$ cat config.mk
export PLATFORM = sky130hd
export DESIGN_NAME = fp_div
export DESIGN_NICKNAME = d
export VERILOG_FILES = /design/src/rtl/fp_pkg.sv /design/src/rtl/fp_div_stage.sv /design/src/rtl/fp_div.sv
export SDC_FILE = /design/constraint.sdc
export NUM_CORES = 2
export LEC_CHECK = 0
export BUFFER_PORTS_ARGS = -buffer_cell sky130_fd_sc_hd__buf_2
export CAP_MARGIN = 10
export CORE_MARGIN = 2
export CORE_UTILIZATION = 30
export DETAILED_ROUTE_END_ITERATION = 10
export PLACE_DENSITY = 0.44
export SETUP_SLACK_MARGIN = 0.1
export SYNTH_ARGS = -nofsm -noshare
export SYNTH_HDL_FRONTEND = slang
export SYNTH_HIERARCHICAL = 1
export SYNTH_SLANG_ARGS = --single-unit
export TNS_END_PERCENT = 20
$ cat constraint.sdc
create_clock -name clock -period 23.3 [get_ports clock]
set_clock_uncertainty 0.2 [all_clocks]
set_input_delay 2.33 -clock clock [delete_from_list [all_inputs] [get_ports clock]]
set_output_delay 2.33 -clock clock [all_outputs]
set_load 0.02 [all_outputs]
$ cat src/rtl/fp_pkg.sv
// Shared single-precision float definitions: field widths, special encodings,
// the unpacked operand record and the record carried down the divider pipeline.
// No ports; imported by fp_div and fp_div_stage.
package fp_pkg;

  localparam int FP_W        = 32;
  localparam int FP_EXP_W    = 8;
  localparam int FP_FRAC_W   = 23;
  localparam int FP_SIG_W    = FP_FRAC_W + 1;   // hidden bit restored
  localparam int FP_EXP_BIAS = 127;

  localparam logic [FP_W-1:0] FP_QNAN    = 32'h7FC00000;
  localparam logic [FP_W-1:0] FP_POS_INF = 32'h7F800000;

  // Divider internals: signed working exponent, quotient (1 int + 23 frac +
  // guard + round) and a partial remainder one bit wider than the divisor.
  localparam int FP_EXPI_W = 10;
  localparam int FP_Q_W    = 26;
  localparam int FP_REM_W  = FP_SIG_W + 1;

  typedef struct packed {
    logic                sign;
    logic [FP_EXP_W-1:0] exp;
    logic [FP_SIG_W-1:0] sig;
    logic                is_zero;
    logic                is_inf;
    logic                is_nan;
  } fp_unpacked_t;

  // Encoding 0 is SPC_ZERO so that a cleared pipeline register flows out as
  // +0 rather than as an arithmetic underflow of an all-zero quotient.
  typedef enum logic [2:0] {
    SPC_ZERO = 3'd0,
    SPC_NONE = 3'd1,
    SPC_NAN  = 3'd2,
    SPC_INF  = 3'd3,
    SPC_DBZ  = 3'd4
  } fp_spc_t;

  typedef struct packed {
    logic                 sign;
    logic [FP_EXPI_W-1:0] exp;   // two's complement biased exponent
    fp_spc_t              spc;
    logic [FP_REM_W-1:0]  rem;
    logic [FP_Q_W-1:0]    q;
    logic [FP_SIG_W-1:0]  div;
  } fp_div_pipe_t;

  // Denormals (exponent 0) are treated as zero.
  function automatic fp_unpacked_t fp_unpack(input logic [FP_W-1:0] x);
    fp_unpacked_t u;
    u.sign    = x[FP_W-1];
    u.exp     = x[FP_W-2:FP_FRAC_W];
    u.is_zero = (x[FP_W-2:FP_FRAC_W] == '0);
    u.is_inf  = (x[FP_W-2:FP_FRAC_W] == '1) && (x[FP_FRAC_W-1:0] == '0);
    u.is_nan  = (x[FP_W-2:FP_FRAC_W] == '1) && (x[FP_FRAC_W-1:0] != '0);
    u.sig     = u.is_zero ? '0 : {1'b1, x[FP_FRAC_W-1:0]};
    return u;
  endfunction

endpackage

$ cat src/rtl/fp_div_stage.sv
// One registered block of K restoring-division iterations.
// Ports: clock/reset/clk_en, pipe_in (remainder, quotient so far, divisor,
// exponent, sign, special class) and the registered pipe_out.
module fp_div_stage
  import fp_pkg::*;
#(
  parameter int K = 7
) (
  input  logic         clock,
  input  logic         reset,
  input  logic         clk_en,
  input  fp_div_pipe_t pipe_in,
  output fp_div_pipe_t pipe_out
);

  fp_div_pipe_t        nxt;
  logic [FP_REM_W-1:0] rem;
  logic [FP_Q_W-1:0]   q;

  // Remainder stays below twice the divisor, so the shift after each
  // compare/subtract never loses a set bit.
  always_comb begin
    rem = pipe_in.rem;
    q   = pipe_in.q;
    for (int i = 0; i < K; i++) begin
      if (rem >= {1'b0, pipe_in.div}) begin
        rem = rem - {1'b0, pipe_in.div};
        q   = {q[FP_Q_W-2:0], 1'b1};
      end else begin
        q   = {q[FP_Q_W-2:0], 1'b0};
      end
      rem = {rem[FP_REM_W-2:0], 1'b0};
    end
    nxt     = pipe_in;
    nxt.rem = rem;
    nxt.q   = q;
  end

  always_ff @(posedge clock) begin
    if (reset) begin
      pipe_out <= '0;
    end else if (clk_en) begin
      pipe_out <= nxt;
    end
  end

endmodule

$ cat src/rtl/fp_div.sv
// Pipelined IEEE-754 single-precision divider, result = dataa / datab, fixed
// latency of 6 enabled clocks, one operand pair per enabled clock.
// Ports: clock, reset (sync, active high), clk_en, dataa, datab, result.
// Optional macro FP_DIV_FLAGS_EN adds registered flags nan, division_by_zero,
// overflow, underflow and zero, aligned with result.
module fp_div
  import fp_pkg::*;
#(
  parameter int LATENCY = 6
) (
  input  logic            clock,
  input  logic            reset,
  input  logic            clk_en,
  input  logic [FP_W-1:0] dataa,
  input  logic [FP_W-1:0] datab,
  output logic [FP_W-1:0] result
`ifdef FP_DIV_FLAGS_EN
  ,
  output logic            nan,
  output logic            division_by_zero,
  output logic            overflow,
  output logic            underflow,
  output logic            zero
`endif
);

  if (LATENCY != 6) begin : g_latency_unsupported
    $error("fp_div supports LATENCY = 6 only");
  end

  // ---------------- S0: unpack and classify ----------------
  fp_unpacked_t ua, ub;
  fp_div_pipe_t s0_nxt, s0, s1, s2, s3, s4;

  assign ua = fp_unpack(dataa);
  assign ub = fp_unpack(datab);

  always_comb begin
    s0_nxt      = '0;
    s0_nxt.sign = ua.sign ^ ub.sign;
    s0_nxt.exp  = {2'b00, ua.exp} - {2'b00, ub.exp} + FP_EXPI_W'(FP_EXP_BIAS);
    s0_nxt.rem  = {1'b0, ua.sig};
    s0_nxt.div  = ub.sig;
    if (ua.is_nan || ub.is_nan || (ua.is_zero && ub.is_zero) || (ua.is_inf && ub.is_inf)) begin
      s0_nxt.spc = SPC_NAN;
    end else if (ua.is_inf) begin
      s0_nxt.spc = SPC_INF;
    end else if (ub.is_zero) begin
      s0_nxt.spc = SPC_DBZ;
    end else if (ub.is_inf || ua.is_zero) begin
      s0_nxt.spc = SPC_ZERO;
    end else begin
      s0_nxt.spc = SPC_NONE;
    end
  end

  always_ff @(posedge clock) begin
    if (reset) begin
      s0 <= '0;
    end else if (clk_en) begin
      s0 <= s0_nxt;
    end
  end

  // ---------------- S1..S4: 7 + 7 + 6 + 6 quotient bits ----------------
  fp_div_stage #(.K(7)) u_stage1 (.clock(clock), .reset(reset), .clk_en(clk_en), .pipe_in(s0), .pipe_out(s1));
  fp_div_stage #(.K(7)) u_stage2 (.clock(clock), .reset(reset), .clk_en(clk_en), .pipe_in(s1), .pipe_out(s2));
  fp_div_stage #(.K(6)) u_stage3 (.clock(clock), .reset(reset), .clk_en(clk_en), .pipe_in(s2), .pipe_out(s3));
  fp_div_stage #(.K(6)) u_stage4 (.clock(clock), .reset(reset), .clk_en(clk_en), .pipe_in(s3), .pipe_out(s4));

  // The divisor is not needed once the last quotient bit is produced.
  logic unused_div;
  assign unused_div = ^s4.div;

  // ---------------- S5: normalize, round, pack ----------------
  logic [FP_EXPI_W-1:0] exp_n, exp_r;
  logic [FP_SIG_W-1:0]  mant;
  logic [FP_SIG_W:0]    mant_r;
  logic [FP_FRAC_W-1:0] frac;
  logic                 guard, sticky, round_up, ovf, unf;
  logic [FP_W-1:0]      result_nxt;

  always_comb begin
    // A quotient below 1.0 is shifted up one place; the missing bit beyond
    // the guard is then covered by the sticky remainder test.
    if (s4.q[FP_Q_W-1]) begin
      mant   = s4.q[FP_Q_W-1:2];
      guard  = s4.q[1];
      sticky = s4.q[0] | (s4.rem != '0);
      exp_n  = s4.exp;
    end else begin
      mant   = s4.q[FP_Q_W-2:1];
      guard  = s4.q[0];
      sticky = (s4.rem != '0);
      exp_n  = s4.exp - 10'd1;
    end
    round_up = guard & (sticky | mant[0]);
    mant_r   = {1'b0, mant} + {{FP_SIG_W{1'b0}}, round_up};
    // Carry-out leaves 1.000..0 one binade up; its fraction is zero either way.
    frac     = mant_r[FP_SIG_W] ? mant_r[FP_SIG_W-1:1] : mant_r[FP_FRAC_W-1:0];
    exp_r    = mant_r[FP_SIG_W] ? exp_n + 10'd1 : exp_n;
    ovf      = ($signed(exp_r) >= 10'sd255);
    unf      = ($signed(exp_r) <= 10'sd0);

    case (s4.spc)
      SPC_NAN:          result_nxt = FP_QNAN;
      SPC_INF, SPC_DBZ: result_nxt = FP_POS_INF | {s4.sign, 31'b0};
      SPC_ZERO:         result_nxt = {s4.sign, 31'b0};
      default: begin
        if (ovf) begin
          result_nxt = FP_POS_INF | {s4.sign, 31'b0};
        end else if (unf) begin
          result_nxt = {s4.sign, 31'b0};
        end else begin
          result_nxt = {s4.sign, exp_r[FP_EXP_W-1:0], frac};
        end
      end
    endcase
  end

  always_ff @(posedge clock) begin
    if (reset) begin
      result <= '0;
    end else if (clk_en) begin
      result <= result_nxt;
    end
  end

`ifdef FP_DIV_FLAGS_EN
  always_ff @(posedge clock) begin
    if (reset) begin
      nan              <= 1'b0;
      division_by_zero <= 1'b0;
      overflow         <= 1'b0;
      underflow        <= 1'b0;
      zero             <= 1'b0;
    end else if (clk_en) begin
      nan              <= (s4.spc == SPC_NAN);
      division_by_zero <= (s4.spc == SPC_DBZ);
      overflow         <= (s4.spc == SPC_NONE) && ovf;
      underflow        <= (s4.spc == SPC_NONE) && !ovf && unf;
      zero             <= (result_nxt[FP_W-2:0] == '0);
    end
  end
`endif

endmodule

==> results.yml <==
outcome:
  status: "completed"
die:
  rows: 156
  die_area_um2: 184000
  pin_count: 99
  core_area_um2: 180000
  die_h_um: 429
  start_util_pct: 30.1
  die_x_um: 429
placed_design:
  dpl_cell_area_um2: 57300
  portBuffers: 98
  hpwl_mm: 165
  routabilityCongestion: 0.909
  placedCellCount: 9443
drt:
  drc_errors: 0
  ant_nets: 0
  wirelength_mm: 204
  dr.pass1.iters: 6
  vias: 53100
  drt_iter0_drc: 3563
  wire_per_inst_um: 21.4
  routed_via_density: 5.56
worst_setup_path:
  cp_max_fo: 24
  critical_path_arrival_ns: 22.18
  ff2ff_setup_slack_ns: 1.46
  worst_path_largest_cell_delay_ns: 0.70
  startpoint_type: "flip-flop"
  cp_common_cell: "o21ai_0"
  crit_required_ns: 23.64
  worst-r2r-cell-count: 85
  critPathSlowestCell: "or4b_4"
  endpoint_kind: "flip-flop"
  critPathKind: "reg -> reg"
  reg2reg_to: "u_stage1/pipe_out[74]"
  r2r_start: "s0[1]"
clock_tree:
  cts_root_buffer: "clkbuf_16"
  clockBufferDepth: 3
  numCtsBuffers: 47
  clock_latency_ns: 0.63
  cts_num_sinks: 385
  clk_pin_slew_ns: 0.06
  cts_tree: "built"
  htree_num_levels: 2
hold_path:
  holdCritStartpoint: "u_stage4/pipe_out[71]"
  worstHoldPathCells: 2
  hold_end: "u_stage4/pipe_out[71]"
  hold_path_class: "reg -> reg"
finish:
  final.fill_count: 19400
  drive_gt1_share_pct: 10.0
  final_cells: 9551
  areaGrowthSynthToFinish_pct: 8.86
  num-nets-final: 7841
  fin_area_um2: 59100
yosys:
  syn_area_per_cell_um2: 7.58
  synthCells: 7163
  syn_area_um2: 54300
  ys.warnings.count: 6
  synth.net_count: 7857
global_routing:
  grt_pass1_wl_mm: 310
  grt_pass1_vias: 50200
  grt_usage_pct: 21.2
  use_met1_pct: 29.7
  grt_max_degree: 166
  antenna_found_initial: 2
  grt_use_met3_pct: 1.55
  met2_usage_pct: 35.2
  top_usage_layer: "met2"
  grt_overflow: 0
sta:
  final_hold_viol_count: 0
  max_freq_mhz: 45.8
  timing.slew.headroom_pct: 26.7
  maxSlewViolCount: 0
  rsz0062_at_grt: "yes"
  worst_pin_slew_ns: 1.10
  min_period_ns: 21.84
  timing.final.crit_share_pct: 93.7
  setup-violations-final: 0
flow_run:
  cap_violations: 0
==> layout by cell type, fill, tap and decap left out, types with 40 or more instances in the layout <==
cell type,count
xor2_1,186
nand4_1,94
o21ai_0,360
nor3_1,145
or3_1,46
o21a_1,114
nand2b_1,76
inv_1,328
xnor2_1,368
and2_1,40
o31ai_1,40
and3_1,63
nor2b_1,76
a211oi_1,99
o211ai_1,52
a21oi_1,634
a31oi_1,42
o21ai_1,49
clkbuf_16,47
buf_4,116
or2_2,45
o21bai_1,88
buf_2,96
nor2_1,743
dfxtp_1,383
mux2i_1,304
nand2_1,504
nor4_1,56
a311oi_1,67
nand3_1,215
mux2_2,218
a21o_1,221
ha_1,618
==> final cells by class <==
cell class / count / area [µm²] / area share, %
clock inverter: 14 / 126 / 0.214
tap: 2370 / 2970 / 5.02
clock buffer: 66 / 1350 / 2.28
timing repair buffer: 219 / 1470 / 2.49
sequential: 385 / 7710 / 13.0
antenna: 3 / 7.51 / 0.0127
multi-input combinational: 6157 / 44200 / 74.8
inverter: 337 / 1280 / 2.17
==> through the flow <==
step                setup slack [ns]  hold WS, ns  TNS, ns  util, %
floorplan                       3.08        0.226        0        -
global placement              -0.959        0.241   -20.19     31.8
detailed placement            -0.878        0.244   -18.02     31.8
CTS                            0.152        0.252        0     32.6
global route                 -0.0299        0.280  -0.0764     32.8
finish                          1.46        0.250        0     32.8
==> metal layers <==
| metal | wire length (µm) | up-vias |
|---|---|---|
| met3 | 6530 | 205 |
| met1 | 98700 | 25400 |
| met5 | 0 | - |
| met2 | 94100 | 988 |
| li1 | - | 26500 |
| met4 | 5010 | 0 |
==> critical path, delay by kind of cell (launching register included) <==
kind	cells	cell delay, ns
AO/OA/AOI/OAI	50	12.68
AND/OR/NAND/NOR	16	3.15
adder cells (fa/ha/maj)	7	2.48
buffers and inverters	7	1.27
multiplexers	4	1.21
flip-flops	1	0.53
XOR/XNOR	1	0.12
==> sequential cells by signal, indices dropped and copies added, names as in the netlist <==
| signal | flops |
|---|---|
| result | 32 |
| u_stage2/pipe_out | 76 |
| s0 | 62 |
| u_stage1/pipe_out | 69 |
| u_stage3/pipe_out | 82 |
| u_stage4/pipe_out | 64 |
==> worst max-delay path by stage <==
stage,from,endpoint,slack [ns],cells past startpoint
5_1_grt,u_stage1/pipe_out[3],u_stage2/pipe_out[56],-0.03,83
4_1_cts,s0[1],u_stage1/pipe_out[74],0.15,81
3_3_place_gp,s0[1],u_stage1/pipe_out[74],-0.96,81
6_report,s0[1],u_stage1/pipe_out[74],1.46,85
2_1_floorplan,u_stage1/pipe_out[1],u_stage2/pipe_out[72],3.08,92
3_5_place_dp,s0[1],u_stage1/pipe_out[74],-0.88,82
==> repair_timing <==
action                                  CTS  global route
hold buffers                              0             0
pin swaps                                 1             2
endpoints found under the setup margin   25            50
gates cloned                              1             0
setup buffers                             6            18
resized for setup                         4            26
Power is not shown: default switching activity piles up to over one toggle a cycle in this logic, so the estimate is an artifact.
